### config.mk
export PLATFORM = sky130hd
export DESIGN_NAME = uart_tx_arbiter_flat
export DESIGN_NICKNAME = d
export VERILOG_FILES = /design/src/rtl/uart_tx_arbiter_pkg.sv /design/src/rtl/uart_tx_arbiter_if.sv /design/src/rtl/uart_tx_arbiter_rr_pick.sv /design/src/rtl/uart_tx_arbiter.sv /design/src/flat_wrapper.sv
export SDC_FILE = /design/constraint.sdc
export NUM_CORES = 1
export LEC_CHECK = 0
export ABC_AREA = 1
export ABC_CLOCK_PERIOD_IN_PS = 2050
export BUFFER_PORTS_ARGS = -buffer_cell sky130_fd_sc_hd__buf_4
export CELL_PAD_IN_SITES_DETAIL_PLACEMENT = 0
export CELL_PAD_IN_SITES_GLOBAL_PLACEMENT = 1
export CORE_MARGIN = 4
export CORE_UTILIZATION = 36
export DETAILED_ROUTE_END_ITERATION = 10
export PLACE_DENSITY = 0.81
export SLEW_MARGIN = 15
export SYNTH_ARGS = -nofsm -noshare
export SYNTH_HDL_FRONTEND = slang
export SYNTH_SLANG_ARGS = --single-unit
### constraint.sdc
create_clock -name clk_48mhz -period 2.05 [get_ports clk_48mhz]
set_input_delay 0.3075 -clock clk_48mhz [delete_from_list [all_inputs] [get_ports clk_48mhz]]
set_output_delay 0.3075 -clock clk_48mhz [all_outputs]
set_load 0.1 [all_outputs]
### src/rtl/uart_tx_arbiter_pkg.sv
// Shared constants and types for the usb_uart transmit-side byte-stream blocks.
package uart_tx_arbiter_pkg;

  localparam int unsigned BYTE_W = 8;
  localparam int unsigned CNT_W  = 8;
  localparam logic [BYTE_W-1:0] EOP_DEFAULT = 8'h0A;

  typedef enum logic {
    ST_IDLE = 1'b0,
    ST_LOCK = 1'b1
  } state_t;

  // Index width for n requesters, never narrower than one bit.
  function automatic int unsigned idx_width(input int unsigned n);
    return (n > 1) ? $clog2(n) : 1;
  endfunction

endpackage

### src/rtl/uart_tx_arbiter_if.sv
// Requester byte streams plus the single outgoing byte stream toward usb_uart.
interface uart_tx_arbiter_if
  import uart_tx_arbiter_pkg::*;
#(
  parameter int unsigned N_REQ = 2
) ();

  logic [BYTE_W*N_REQ-1:0] req_data;
  logic [N_REQ-1:0]        req_valid;
  logic [N_REQ-1:0]        req_ready;
  logic [BYTE_W-1:0]       out_data;
  logic                    out_valid;
  logic                    out_ready;

  // Environment side: requesters and the usb_uart sink.
  modport master (
    output req_data, req_valid, out_ready,
    input  req_ready, out_data, out_valid
  );

  // Arbiter side.
  modport slave (
    input  req_data, req_valid, out_ready,
    output req_ready, out_data, out_valid
  );

endinterface

### src/rtl/uart_tx_arbiter_rr_pick.sv
// Round-robin picker: first asserted request after last, wrapping through last itself.
module uart_tx_arbiter_rr_pick
  import uart_tx_arbiter_pkg::*;
#(
  parameter  int unsigned N_REQ = 2,
  localparam int unsigned GW    = idx_width(N_REQ)
) (
  input  logic [N_REQ-1:0] req,
  input  logic [GW-1:0]    last,
  output logic             any,
  output logic [GW-1:0]    idx
);

  // Prefer the lowest index above last, otherwise wrap to the lowest index overall.
  always_comb begin
    any = 1'b0;
    idx = '0;
    for (int i = 0; i < N_REQ; i++) begin
      if (!any && req[i] && (GW'(i) > last)) begin
        any = 1'b1;
        idx = GW'(i);
      end
    end
    for (int i = 0; i < N_REQ; i++) begin
      if (!any && req[i]) begin
        any = 1'b1;
        idx = GW'(i);
      end
    end
  end

endmodule

### src/rtl/uart_tx_arbiter.sv
// Packet-locked round-robin arbiter sharing the usb_uart transmit stream between requesters.
module uart_tx_arbiter
  import uart_tx_arbiter_pkg::*;
#(
  parameter  int unsigned       N_REQ     = 2,
  parameter  int unsigned       MAX_BURST = 64,
  parameter  bit                USE_EOP   = 1'b1,
  parameter  logic [BYTE_W-1:0] EOP_BYTE  = EOP_DEFAULT,
  parameter  int unsigned       TIMEOUT   = 255,
  localparam int unsigned       GW        = idx_width(N_REQ)
) (
  input  logic               clk_48mhz,
  input  logic               reset,
  uart_tx_arbiter_if.slave   bus,
  output logic [GW-1:0]      grant_id,
  output logic               busy
);

  localparam int unsigned IDLE_W = CNT_W + 1;

  state_t            state;
  logic [GW-1:0]     last_grant;
  logic [CNT_W-1:0]  byte_cnt;
  logic [CNT_W-1:0]  idle_cnt;
  logic              pick_any;
  logic [GW-1:0]     pick_idx;
  logic [BYTE_W-1:0] sel_data;
  logic              sel_valid;
  logic              locked;
  logic              xfer;
  logic              rel_now;

  uart_tx_arbiter_rr_pick #(.N_REQ(N_REQ)) u_pick (
    .req  (bus.req_valid),
    .last (last_grant),
    .any  (pick_any),
    .idx  (pick_idx)
  );

  // Granted lane selection.
  always_comb begin
    sel_data  = '0;
    sel_valid = 1'b0;
    for (int i = 0; i < N_REQ; i++) begin
      if (grant_id == GW'(i)) begin
        sel_data  = bus.req_data[BYTE_W*i +: BYTE_W];
        sel_valid = bus.req_valid[i];
      end
    end
  end

  // Zero-latency pass-through while locked; silenced while reset is held.
  assign locked        = (state == ST_LOCK) && !reset;
  assign bus.out_data  = sel_data;
  assign bus.out_valid = locked && sel_valid;
  assign xfer          = bus.out_valid && bus.out_ready;

  always_comb begin
    bus.req_ready = '0;
    for (int i = 0; i < N_REQ; i++) begin
      if (locked && (grant_id == GW'(i))) bus.req_ready[i] = bus.out_ready;
    end
  end

  // Release only after a completed byte or on the last cycle of a valid-low stretch.
  always_comb begin
    rel_now = 1'b0;
    if (xfer) begin
      if (USE_EOP && (sel_data == EOP_BYTE))              rel_now = 1'b1;
      if ((byte_cnt + CNT_W'(1)) == CNT_W'(MAX_BURST))   rel_now = 1'b1;
    end else if (locked && !sel_valid &&
                 (({1'b0, idle_cnt} + IDLE_W'(1)) >= IDLE_W'(TIMEOUT))) begin
      rel_now = 1'b1;
    end
  end

  always_ff @(posedge clk_48mhz) begin
    if (reset) begin
      state      <= ST_IDLE;
      busy       <= 1'b0;
      grant_id   <= '0;
      last_grant <= GW'(N_REQ - 1);
      byte_cnt   <= '0;
      idle_cnt   <= '0;
    end else begin
      case (state)
        ST_IDLE: begin
          if (pick_any) begin
            grant_id <= pick_idx;
            state    <= ST_LOCK;
            busy     <= 1'b1;
          end
        end
        ST_LOCK: begin
          if (rel_now) begin
            state      <= ST_IDLE;
            busy       <= 1'b0;
            last_grant <= grant_id;
            byte_cnt   <= '0;
            idle_cnt   <= '0;
          end else if (xfer) begin
            byte_cnt <= byte_cnt + CNT_W'(1);
            idle_cnt <= '0;
          end else if (!sel_valid && (idle_cnt != {CNT_W{1'b1}})) begin
            idle_cnt <= idle_cnt + CNT_W'(1);
          end
        end
        default: state <= ST_IDLE;
      endcase
    end
  end

endmodule
### src/flat_wrapper.sv
// flat-port wrapper written by rule: the top's interface ports become plain ports
module uart_tx_arbiter_flat import uart_tx_arbiter_pkg::*;
#(
  parameter  int unsigned       N_REQ     = 2,
  parameter  int unsigned       MAX_BURST = 64,
  parameter  bit                USE_EOP   = 1'b1,
  parameter  logic [BYTE_W-1:0] EOP_BYTE  = EOP_DEFAULT,
  parameter  int unsigned       TIMEOUT   = 255,
  localparam int unsigned       GW        = idx_width(N_REQ)
)
  (clk_48mhz, reset, grant_id, busy, bus_req_data, bus_req_valid, bus_out_ready, bus_req_ready, bus_out_data, bus_out_valid);
  uart_tx_arbiter_if #(.N_REQ(N_REQ)) bus_i ();
  input  logic clk_48mhz;
  input  logic reset;
  output logic [GW-1:0] grant_id;
  output logic busy;
  input wire logic [$bits(bus_i.req_data)-1:0] bus_req_data;
  input wire logic [$bits(bus_i.req_valid)-1:0] bus_req_valid;
  input wire logic [$bits(bus_i.out_ready)-1:0] bus_out_ready;
  output wire logic [$bits(bus_i.req_ready)-1:0] bus_req_ready;
  output wire logic [$bits(bus_i.out_data)-1:0] bus_out_data;
  output wire logic [$bits(bus_i.out_valid)-1:0] bus_out_valid;
  assign bus_i.req_data = bus_req_data;
  assign bus_i.req_valid = bus_req_valid;
  assign bus_i.out_ready = bus_out_ready;
  assign bus_req_ready = bus_i.req_ready;
  assign bus_out_data = bus_i.out_data;
  assign bus_out_valid = bus_i.out_valid;
  uart_tx_arbiter #(.N_REQ(N_REQ), .MAX_BURST(MAX_BURST), .USE_EOP(USE_EOP), .EOP_BYTE(EOP_BYTE), .TIMEOUT(TIMEOUT)) u_core (.clk_48mhz(clk_48mhz), .reset(reset), .bus(bus_i), .grant_id(grant_id), .busy(busy));
endmodule
==> results of run 1 <==
[synth_stat cells]
library cell  number
nor3_2             1
nor3_1             2
nand2_1           58
nor2_2             3
buf_4              1
nand4_1           22
o21ai_0            6
and2_1             2
buf_2              4
ha_1               3
nand3_1           23
o21ai_2            1
a21oi_1           17
dfxtp_1           20
clkinv_1           1
xor2_1             2
nand2_4            1
nand2_2            2
nor2_4             1
inv_2              4
a211oi_1           1
nand3_2            2
clkbuf_1           1
o21bai_1           3
nor2_1            15
buf_6              3
inv_1             35
o21ai_1            1
[layout by cell type, fill, tap and decap left out, types with 2 or more instances in the layout]
cell type	count
inv_2	4
xor2_1	2
nor2_1	11
nand2_2	2
nand3_2	2
buf_4	38
nand2_4	4
clkbuf_8	4
nand4_1	22
o21ai_0	6
dfxtp_1	18
nor3_1	2
o21bai_1	3
nand2_1	54
ha_1	3
inv_1	35
nand3_1	23
and2_1	2
a21oi_1	17
nor2_2	7
[cells by family (layout without fill, tap and decap cells)]
logic type / after synthesis / count (layout) / synth area share
flip-flops: 20 / 20 / 0.2737
adder cells (fa/ha/maj): 3 / 3 / 0.02567
AND/OR/NAND/NOR: 132 / 132 / 0.4328
XOR/XNOR: 2 / 2 / 0.01198
buffers and inverters: 49 / 82 / 0.1471
AO/OA/AOI/OAI: 29 / 29 / 0.1086
[metal layers]
metal  wire [um]  vias up  track usage  part of all wire
met2        1667       21       0.2316              0.47
met3          88        2      0.01262             0.025
met5           0        -            0                 0
met4          13        0      0.03132            0.0037
met1        1754      656       0.1944              0.50
li1            -      831            -                 -
[worst max-delay path: cells and delay by family (launching register included)]
kind	cells	cell delay, ns
buffers and inverters	2	0.35
AND/OR/NAND/NOR	6	0.63
adder cells (fa/ha/maj)	1	0.29
AO/OA/AOI/OAI	2	0.20
flip-flops	1	0.32
[path summary, 6_finish.rpt]
check	from	end	cells after the start
setup / recovery	u_core.idle_cnt[1]	u_core.idle_cnt[6]	11
hold / removal	bus_req_valid[1]	u_core.grant_id	3
setup reg to reg	u_core.idle_cnt[1]	u_core.idle_cnt[6]	11
hold reg to reg	u_core.state	u_core.state	2
[cell type report]
type                    count  area [um2]  area share
multi-input cells         166       902.1      0.4855
flip-flops and latches     20       405.4      0.2182
repair buffers             38       285.3      0.1535
inverters                  40       150.1     0.08081
well taps                  48       60.06     0.03232
clock buffers               4       55.05     0.02963
[power by group through the flow]
stage	sequential (uW)	clock [uW]	combinational [uW]
after detailed placement	416	0	297
after global placement	416	0	296
after floorplan	431	0	205
after global routing	409	330	318
final	407	304	298
after CTS	406	320	297
[state kept, by name (all words and copies together), names as in the netlist]
name               flops
u_core.byte_cnt        8
u_core.busy            1
u_core.state           1
u_core.last_grant      1
u_core.grant_id        1
u_core.idle_cnt        8
[through the flow]
step	area (um2)	power, uW	setup slack (ns)
after CTS	1839	1023	0.05835
after floorplan	1504	636.3	-0.04849
final	1858	1009	0.1359
after detailed placement	1784	712.0	0.07810
after global routing	1858	1057	-0.001837
after global placement	1784	712.2	0.04496
==> flow_metrics.py, run 1 <==
metrics = {
    "route": {
        "vias": 1510,
        "ant_nets": 0,
        "firstDrtPassIters": 4,
        "vias_per_cell": 4.778,
        "drc_errors": 0,
        "dr.first_iter.drc_count": 128,
        "routed_wirelength_um": 3524,
        "avgRoutedWirePerCell_um": 11.15,
    },
    "synth": {
        "synth_top_cells_by_area": "dfxtp_1 27%, nand2_1 15%, nand4_1 9.4%, inv_1 9.0%, nand3_1 7.9%",
        "synth_warnings": 0,
        "synth_top_cell_area_share": 0.2737,
        "syn_nets": 259,
        "ys_ff_latch": 20,
        "netlist_area_um2": 1463,
        "synth_area_per_cell_um2": 6.224,
        "yosys.cell_types.count": 28,
        "synthCells": 235,
        "synth_top_area_cell": "dfxtp_1",
        "ys_seq_area_frac": 0.2737,
    },
    "status": {
        "outcome": "finished clean",
    },
    "pwr": {
        "power.density_nw_per_um2": 543.3,
        "p_seq_frac": 0.403,
        "p_leak_uw": 0.0008437,
        "swShare": 0.3600,
        "p_comb_frac": 0.295,
        "clockPowerShare": 0.302,
        "vdd_drop_max_mv": 0.3447,
        "p_int_uw": 646.0,
        "switching_power_uw": 363.4,
    },
    "worst_setup_path": {
        "cp-start-kind": "register",
        "critical-path-slowest-cell": "dfxtp_1",
        "cpMostUsedCell": "buf_4",
        "cp_max_fo": 22,
        "end_kind": "register",
        "cp.required_ns": 2.20,
        "critical-path-max-stage-delay_ns": 0.32,
        "crit_type": "reg2reg",
        "cp.arrival_ns": 2.06,
        "rrSetupSlack_ns": 0.14,
        "cp_cell_sequence": "buf_4 > ha_1 > o21bai_1 > nand3_1 > nor2_1 > nand3_2 > nand2_2 > nand2_8 > buf_4 > nand4_1 > a21oi_1",
    },
    "floorplanning": {
        "die_height_um": 71.74,
        "core_area_um2": 3799,
        "initial_utilization": 0.3850,
        "num_rows": 22,
        "fp.dieW_um": 71.74,
        "die_area_um2": 5147,
        "ioPinCount": 34,
    },
    "sta": {
        "slew_headroom": 0.7463,
        "post-route-period-util": 0.9337,
        "holdWs_ns": 0.3397,
        "finalCriticalPeriod_ns": 1.914,
        "finalSetupTns_ns": 0,
        "tightest_slew_ns": 0.3794,
        "hold_violations": 0,
        "setup_viol": 0,
        "fmax_mhz": 522.4,
        "finClkSkew_ns": 0.003827,
        "drv_slew": 0,
    },
    "clock_network": {
        "cts_resized": 0,
        "path_clk_slew_ns": 0.08,
        "cts_sinks": 20,
        "postCtsSetupRepairBufs": 0,
        "cts_buffers": 3,
        "cts.path.max_buffers": 2,
        "cts_max_level": 1,
        "tritoncts": "yes",
        "cts_hold_buf": 0,
        "clk_latency_ns": 0.26,
        "clock-root-buffer": "clkbuf_8",
    },
    "run": {
        "maxCapViolations": 0,
    },
    "finish": {
        "final_cells": 316,
        "drive_above_1_share": 0.2500,
        "antenna_cells": 0,
        "fin_nets": 293,
        "num-fill-cells": 387,
        "areaGrowthSynthToFinish_pct": 27.03,
        "postLayoutCoreUtil": 0.4891,
    },
    "grt": {
        "antenna_found_initial": 0,
        "grt_pass1_vias": 1365,
        "grt_max_degree": 23,
        "grt_first_pass_wirelength_um": 6023,
        "grt.total_usage": 0.1393,
        "gr-total-overflow": 0,
    },
    "place": {
        "io_buffers": 33,
        "gp_congestion": 0.8468,
        "dpl.cell_count": 312,
        "dp_hpwl_um": 2707,
    },
    "hold_path": {
        "hold_path.class": "in2reg",
    },
}
No activity file was read; power rests on OpenSTA's default activity.
==> inputs of run 2 (changes only) <==
--- a/config.mk
+++ b/config.mk
@@ -14,6 +14,8 @@
 export CORE_UTILIZATION = 36
 export DETAILED_ROUTE_END_ITERATION = 10
 export PLACE_DENSITY = 0.81
+export RECOVER_POWER = 50
+export REMOVE_ABC_BUFFERS = 1
 export SLEW_MARGIN = 15
 export SYNTH_ARGS = -nofsm -noshare
 export SYNTH_HDL_FRONTEND = slang
==> flow_metrics.py, run 2 (same netlist as run 1, synthesis figures left out) <==
metrics = {
    "sta": {
        "finalCriticalPeriod_ns": 1.884,
        "finClkSkew_ns": 0.005698,
        "holdWs_ns": 0.3403,
        "slew_headroom": 0.6369,
        "setup_viol": 0,
        "drv_slew": 0,
        "post-route-period-util": 0.9192,
        "hold_violations": 0,
        "rsz0062_at_grt": "false",
        "fmax_mhz": 530.7,
        "finalSetupTns_ns": 0,
        "tightest_slew_ns": 0.5470,
    },
    "floorplanning": {
        "core_area_um2": 3799,
        "ioPinCount": 34,
        "fp.dieW_um": 71.74,
        "initial_utilization": 0.3850,
        "die_area_um2": 5147,
        "num_rows": 22,
        "die_height_um": 71.74,
    },
    "clock_network": {
        "clock-root-buffer": "clkbuf_8",
        "cts.path.max_buffers": 2,
        "clk_latency_ns": 0.27,
        "cts_buffers": 3,
        "cts_max_level": 1,
        "path_clk_slew_ns": 0.08,
        "tritoncts": "yes",
        "postCtsSetupRepairBufs": 0,
        "cts_sinks": 20,
    },
    "finish": {
        "areaGrowthSynthToFinish_pct": 22.75,
        "largestRegisters": "u_core.byte_cnt (8), u_core.idle_cnt (8)",
        "num-fill-cells": 425,
        "antenna_cells": 0,
        "drive_above_1_share": 0.2172,
        "final_cell_mix": "58 x nand2_1, 35 x inv_1, 26 x buf_4, 23 x nand3_1, 22 x nand4_1",
        "fin_nets": 292,
        "layout_commonest_cell": "nand2_1",
    },
    "route": {
        "vias": 1535,
        "routed_wirelength_um": 3417,
        "vias_per_cell": 4.873,
        "ant_nets": 0,
        "avgRoutedWirePerCell_um": 10.85,
        "firstDrtPassIters": 4,
        "dr.first_iter.drc_count": 105,
        "drc_errors": 0,
    },
    "grt": {
        "grt.total_usage": 0.1360,
        "grt_pass1_vias": 1314,
        "antenna_found_initial": 0,
        "grt_max_degree": 34,
        "grt_first_pass_wirelength_um": 5761,
        "gr-total-overflow": 0,
    },
    "worst_setup_path": {
        "end_kind": "output port",
        "cp-start-kind": "register",
        "cp_max_fo": 10,
        "cp.required_ns": 1.74,
        "cp.arrival_ns": 1.58,
        "crit_type": "reg2out",
    },
    "place": {
        "gp_congestion": 0.7722,
        "dp_hpwl_um": 2611,
        "io_buffers": 33,
    },
    "run": {
        "maxCapViolations": 0,
    },
    "pwr": {
        "p_leak_uw": 0.0008331,
        "power.density_nw_per_um2": 612.8,
        "vdd_drop_max_mv": 0.2820,
    },
    "status": {
        "outcome": "finished clean",
    },
    "hold_path": {
        "hold_path.class": "in2reg",
    },
}
## run 2: changes by cell type in the layout (fill, tap and decap cells not counted), sizes merged
| cell | delta |
|---|---|
| clkbuf | +8 |
| bufinv | +1 |
| buf | -10 |
## run 2: path summary, 6_finish.rpt
kind / from / to / slack [ns] / depth (start not counted)
worst min register to register: u_core.busy / u_core.busy / 0.46 / 2
worst max-delay path: u_core.grant_id / bus_out_valid / 0.17 / 5
worst max register to register: u_core.idle_cnt[0] / u_core.last_grant / 0.20 / 13
worst min-delay path: bus_req_valid[1] / u_core.grant_id / 0.34 / 3
## run 2: routing by layer
| layer | routed length (um) | part of all wire | GRT usage |
|---|---|---|---|
| met1 | 1730 | 0.51 | 0.1903 |
| met2 | 1439 | 0.42 | 0.2112 |
| met5 | 0 | 0 | 0 |
| met4 | 31 | 0.0091 | 0.03758 |
| met3 | 215 | 0.063 | 0.02665 |
## run 2: worst max-delay path: stages (launching register included)
cell,delay (ns)
dfxtp_1,0.39
buf_4,0.21
o21ai_2,0.21
inv_1,0.11
nor2_1,0.10
buf_4,0.30
## run 2: where the power goes
part | internal (uW) | switching, uW
logic | 68.3 | 215
registers | 397 | 8.12
clock network | 261 | 151
total | 726 | 374
## run 2: layout make-up
type | count | area [um2] | share of cell area
clock inverters | 1 | 30.03 | 0.01672
flip-flops and latches | 20 | 402.9 | 0.2244
well taps | 48 | 60.06 | 0.03345
clock buffers | 3 | 41.29 | 0.02300
inverters | 40 | 150.1 | 0.08362
multi-input cells | 166 | 855.8 | 0.4767
repair buffers | 37 | 255.2 | 0.1422
## run 2: stage by stage
stage | instances | util | area (um2) | total power [uW] | setup WS, ns
CTS | 315 | 0.4756 | 1807 | 1120 | 0.1018
global route | 315 | 0.4727 | 1795 | 1149 | 0.001869
floorplan | 226 | - | 1398 | 619.5 | -1.107
detailed placement | 311 | 0.4569 | 1735 | 707.1 | 0.1106
finish | 315 | 0.4727 | 1795 | 1100 | 0.1657
global placement | 311 | 0.4569 | 1735 | 707.8 | 0.1292
## run 2: repair_timing
action                                  4_1_cts  5_1_grt
gates resized for setup                       0        3
endpoints found under the setup margin        0        5
hold buffers                                  0        0
==> inputs of run 3 (changes only) <==
--- a/config.mk
+++ b/config.mk
@@ -6,14 +6,14 @@
 export NUM_CORES = 1
 export LEC_CHECK = 0
 export ABC_AREA = 1
-export ABC_CLOCK_PERIOD_IN_PS = 2050
+export ABC_CLOCK_PERIOD_IN_PS = 2200
 export BUFFER_PORTS_ARGS = -buffer_cell sky130_fd_sc_hd__buf_4
 export CELL_PAD_IN_SITES_DETAIL_PLACEMENT = 0
 export CELL_PAD_IN_SITES_GLOBAL_PLACEMENT = 1
 export CORE_MARGIN = 4
-export CORE_UTILIZATION = 36
+export CORE_UTILIZATION = 39
 export DETAILED_ROUTE_END_ITERATION = 10
-export PLACE_DENSITY = 0.81
+export PLACE_DENSITY = 0.87
 export RECOVER_POWER = 50
 export REMOVE_ABC_BUFFERS = 1
 export SLEW_MARGIN = 15
==> constraint.sdc (replaced) <==
create_clock -name clk_48mhz -period 2.2 [get_ports clk_48mhz]
set_input_delay 0.33 -clock clk_48mhz [delete_from_list [all_inputs] [get_ports clk_48mhz]]
set_output_delay 0.33 -clock clk_48mhz [all_outputs]
set_load 0.1 [all_outputs]
==> flow_metrics.py, run 3 (same netlist as run 1, synthesis figures left out) <==
metrics = {
    "route": {
        "firstDrtPassIters": 4,
        "routed_wirelength_um": 3470,
        "ant_nets": 0,
        "avgRoutedWirePerCell_um": 11.05,
        "vias": 1538,
        "vias_per_cell": 4.898,
        "dr.first_iter.drc_count": 95,
        "drc_errors": 0,
    },
    "clock_network": {
        "cts_sinks": 20,
        "tritoncts": "yes",
        "path_clk_slew_ns": 0.08,
        "cts_buffers": 3,
        "cts_max_level": 1,
        "clock-root-buffer": "clkbuf_8",
        "clk_latency_ns": 0.26,
        "cts.path.max_buffers": 2,
    },
    "hold_path": {
        "min_path_cells": 3,
        "hold_path.class": "in2reg",
        "worst_hold_startpoint": "bus_req_valid[1]",
        "min_to": "u_core.grant_id",
    },
    "grt": {
        "grt_max_degree": 34,
        "grt_pass1_vias": 1412,
        "grt_first_pass_wirelength_um": 6230,
        "grt.total_usage": 0.1523,
        "antenna_found_initial": 0,
        "gr-total-overflow": 0,
    },
    "pwr": {
        "power.density_nw_per_um2": 567.6,
        "vdd_drop_max_mv": 0.2744,
        "p_leak_uw": 0.0008470,
        "totalPowerFinal_uw": 1012,
    },
    "place": {
        "dpl_cell_area_um2": 1740,
        "io_buffers": 33,
        "dp_hpwl_um": 2699,
        "gp_congestion": 0.8283,
        "post-place-ws_ns": 0.1671,
    },
    "sta": {
        "drv_slew": 0,
        "finalCriticalPeriod_ns": 2.005,
        "finClkSkew_ns": 0.003555,
        "fmax_mhz": 498.7,
        "finalSetupTns_ns": 0,
        "tightest_slew_ns": 1.169,
        "hold_violations": 0,
        "setup_viol": 0,
        "post-route-period-util": 0.9114,
        "worst_slack_ns": 0.1948,
        "rsz0062_at_grt": "false",
        "slew_headroom": 0.2240,
    },
    "worst_setup_path": {
        "timing.rr.end": "u_core.state",
        "reg2regPathDepth": 12,
        "end_kind": "register",
        "cp.arrival_ns": 2.15,
        "critical-path-max-stage-delay_ns": 0.43,
        "cp_cell_sequence": "inv_2 > ha_1 > o21bai_1 > nand3_1 > nor2_1 > nand3_2 > nand2_2 > nand2_4 > nand2_2 > inv_2 > nand2_1 > a21oi_1",
        "cp.required_ns": 2.35,
        "rrSetupSlack_ns": 0.19,
        "crit_type": "reg2reg",
        "cp-start-kind": "register",
        "r2r_start": "u_core.idle_cnt[0]",
        "critical-path-slowest-cell": "dfxtp_1",
        "cp_max_fo": 33,
    },
    "finish": {
        "drive_above_1_share": 0.2127,
        "antenna_cells": 0,
        "fin_nets": 293,
        "areaGrowthSynthToFinish_pct": 21.90,
        "final_cell_mix": "57 x nand2_1, 35 x inv_1, 26 x buf_4, 23 x nand3_1, 22 x nand4_1",
        "num-fill-cells": 375,
        "layout_commonest_cell": "nand2_1",
        "largestRegisters": "u_core.byte_cnt (8), u_core.idle_cnt (8)",
        "postLayoutCellArea_um2": 1783,
    },
    "run": {
        "maxCapViolations": 0,
    },
    "floorplanning": {
        "fp.dieW_um": 69.24,
        "core_area_um2": 3468,
        "ioPinCount": 34,
        "initial_utilization": 0.4217,
        "die_height_um": 69.24,
        "num_rows": 21,
        "die_area_um2": 4794,
    },
    "status": {
        "outcome": "finished clean",
    },
}
[run 3: metal layers]
metal	part of all wire	global-route usage	wire, um
met1	0.48	0.2091	1662
met2	0.45	0.2415	1551
met3	0.059	0.02319	206
met4	0.014	0.05206	50
met5	0	0	0
[run 3: through the flow]
step	util	std cells	hold slack [ns]
floorplan	-	226	0.3991
global placement	0.5018	310	0.4507
CTS	0.5224	314	0.3565
detailed placement	0.5018	310	0.4620
global route	0.5141	314	0.3570
finish	0.5141	314	0.3548
[run 3: final cells by class]
cell class / count / area [um2] / area share
clock inverters: 1 / 30.03 / 0.01684
flip-flops and latches: 20 / 400.4 / 0.2246
repair buffers: 38 / 254.0 / 0.1425
multi-input cells: 166 / 849.6 / 0.4765
clock buffers: 3 / 41.29 / 0.02316
inverters: 40 / 150.1 / 0.08421
well taps: 46 / 57.56 / 0.03228
[run 3: worst max-delay path by stage]
stage | end | cells after the start | slack, ns | from
CTS | u_core.state | 12 | 0.15 | u_core.idle_cnt[0]
global placement | u_core.state | 12 | 0.18 | u_core.idle_cnt[0]
floorplan | bus_out_valid | 4 | -0.98 | u_core.grant_id
global route | u_core.state | 12 | 0.01 | u_core.idle_cnt[0]
finish | u_core.state | 12 | 0.19 | u_core.idle_cnt[0]
detailed placement | u_core.state | 12 | 0.17 | u_core.idle_cnt[0]
[run 3: worst max-delay path, delay by kind of cell, from the launching register on]
family / cells / cell delay [ns]
flops: 1 / 0.43
simple gates: 7 / 0.82
compound gates: 2 / 0.20
buf+inv: 2 / 0.11
fa+ha+maj: 1 / 0.31
[run 3: where the power goes]
group | switching [uW] | internal, uW | leakage [uW] | total (uW)
clock network | 132 | 243 | 0.0000357 | 375
registers | 8.47 | 369 | 0.000162 | 378
logic | 200 | 60.3 | 0.000649 | 260
[run 3: what timing repair did]
| item | 4_1_cts | 5_1_grt |
|---|---|---|
| buffers inserted | 0 | 0 |
| endpoints found under the setup margin | 0 | 2 |
| hold buffers | 0 | 0 |
| gates resized for setup | 0 | 1 |
| endpoints found under the hold margin | 0 | 0 |
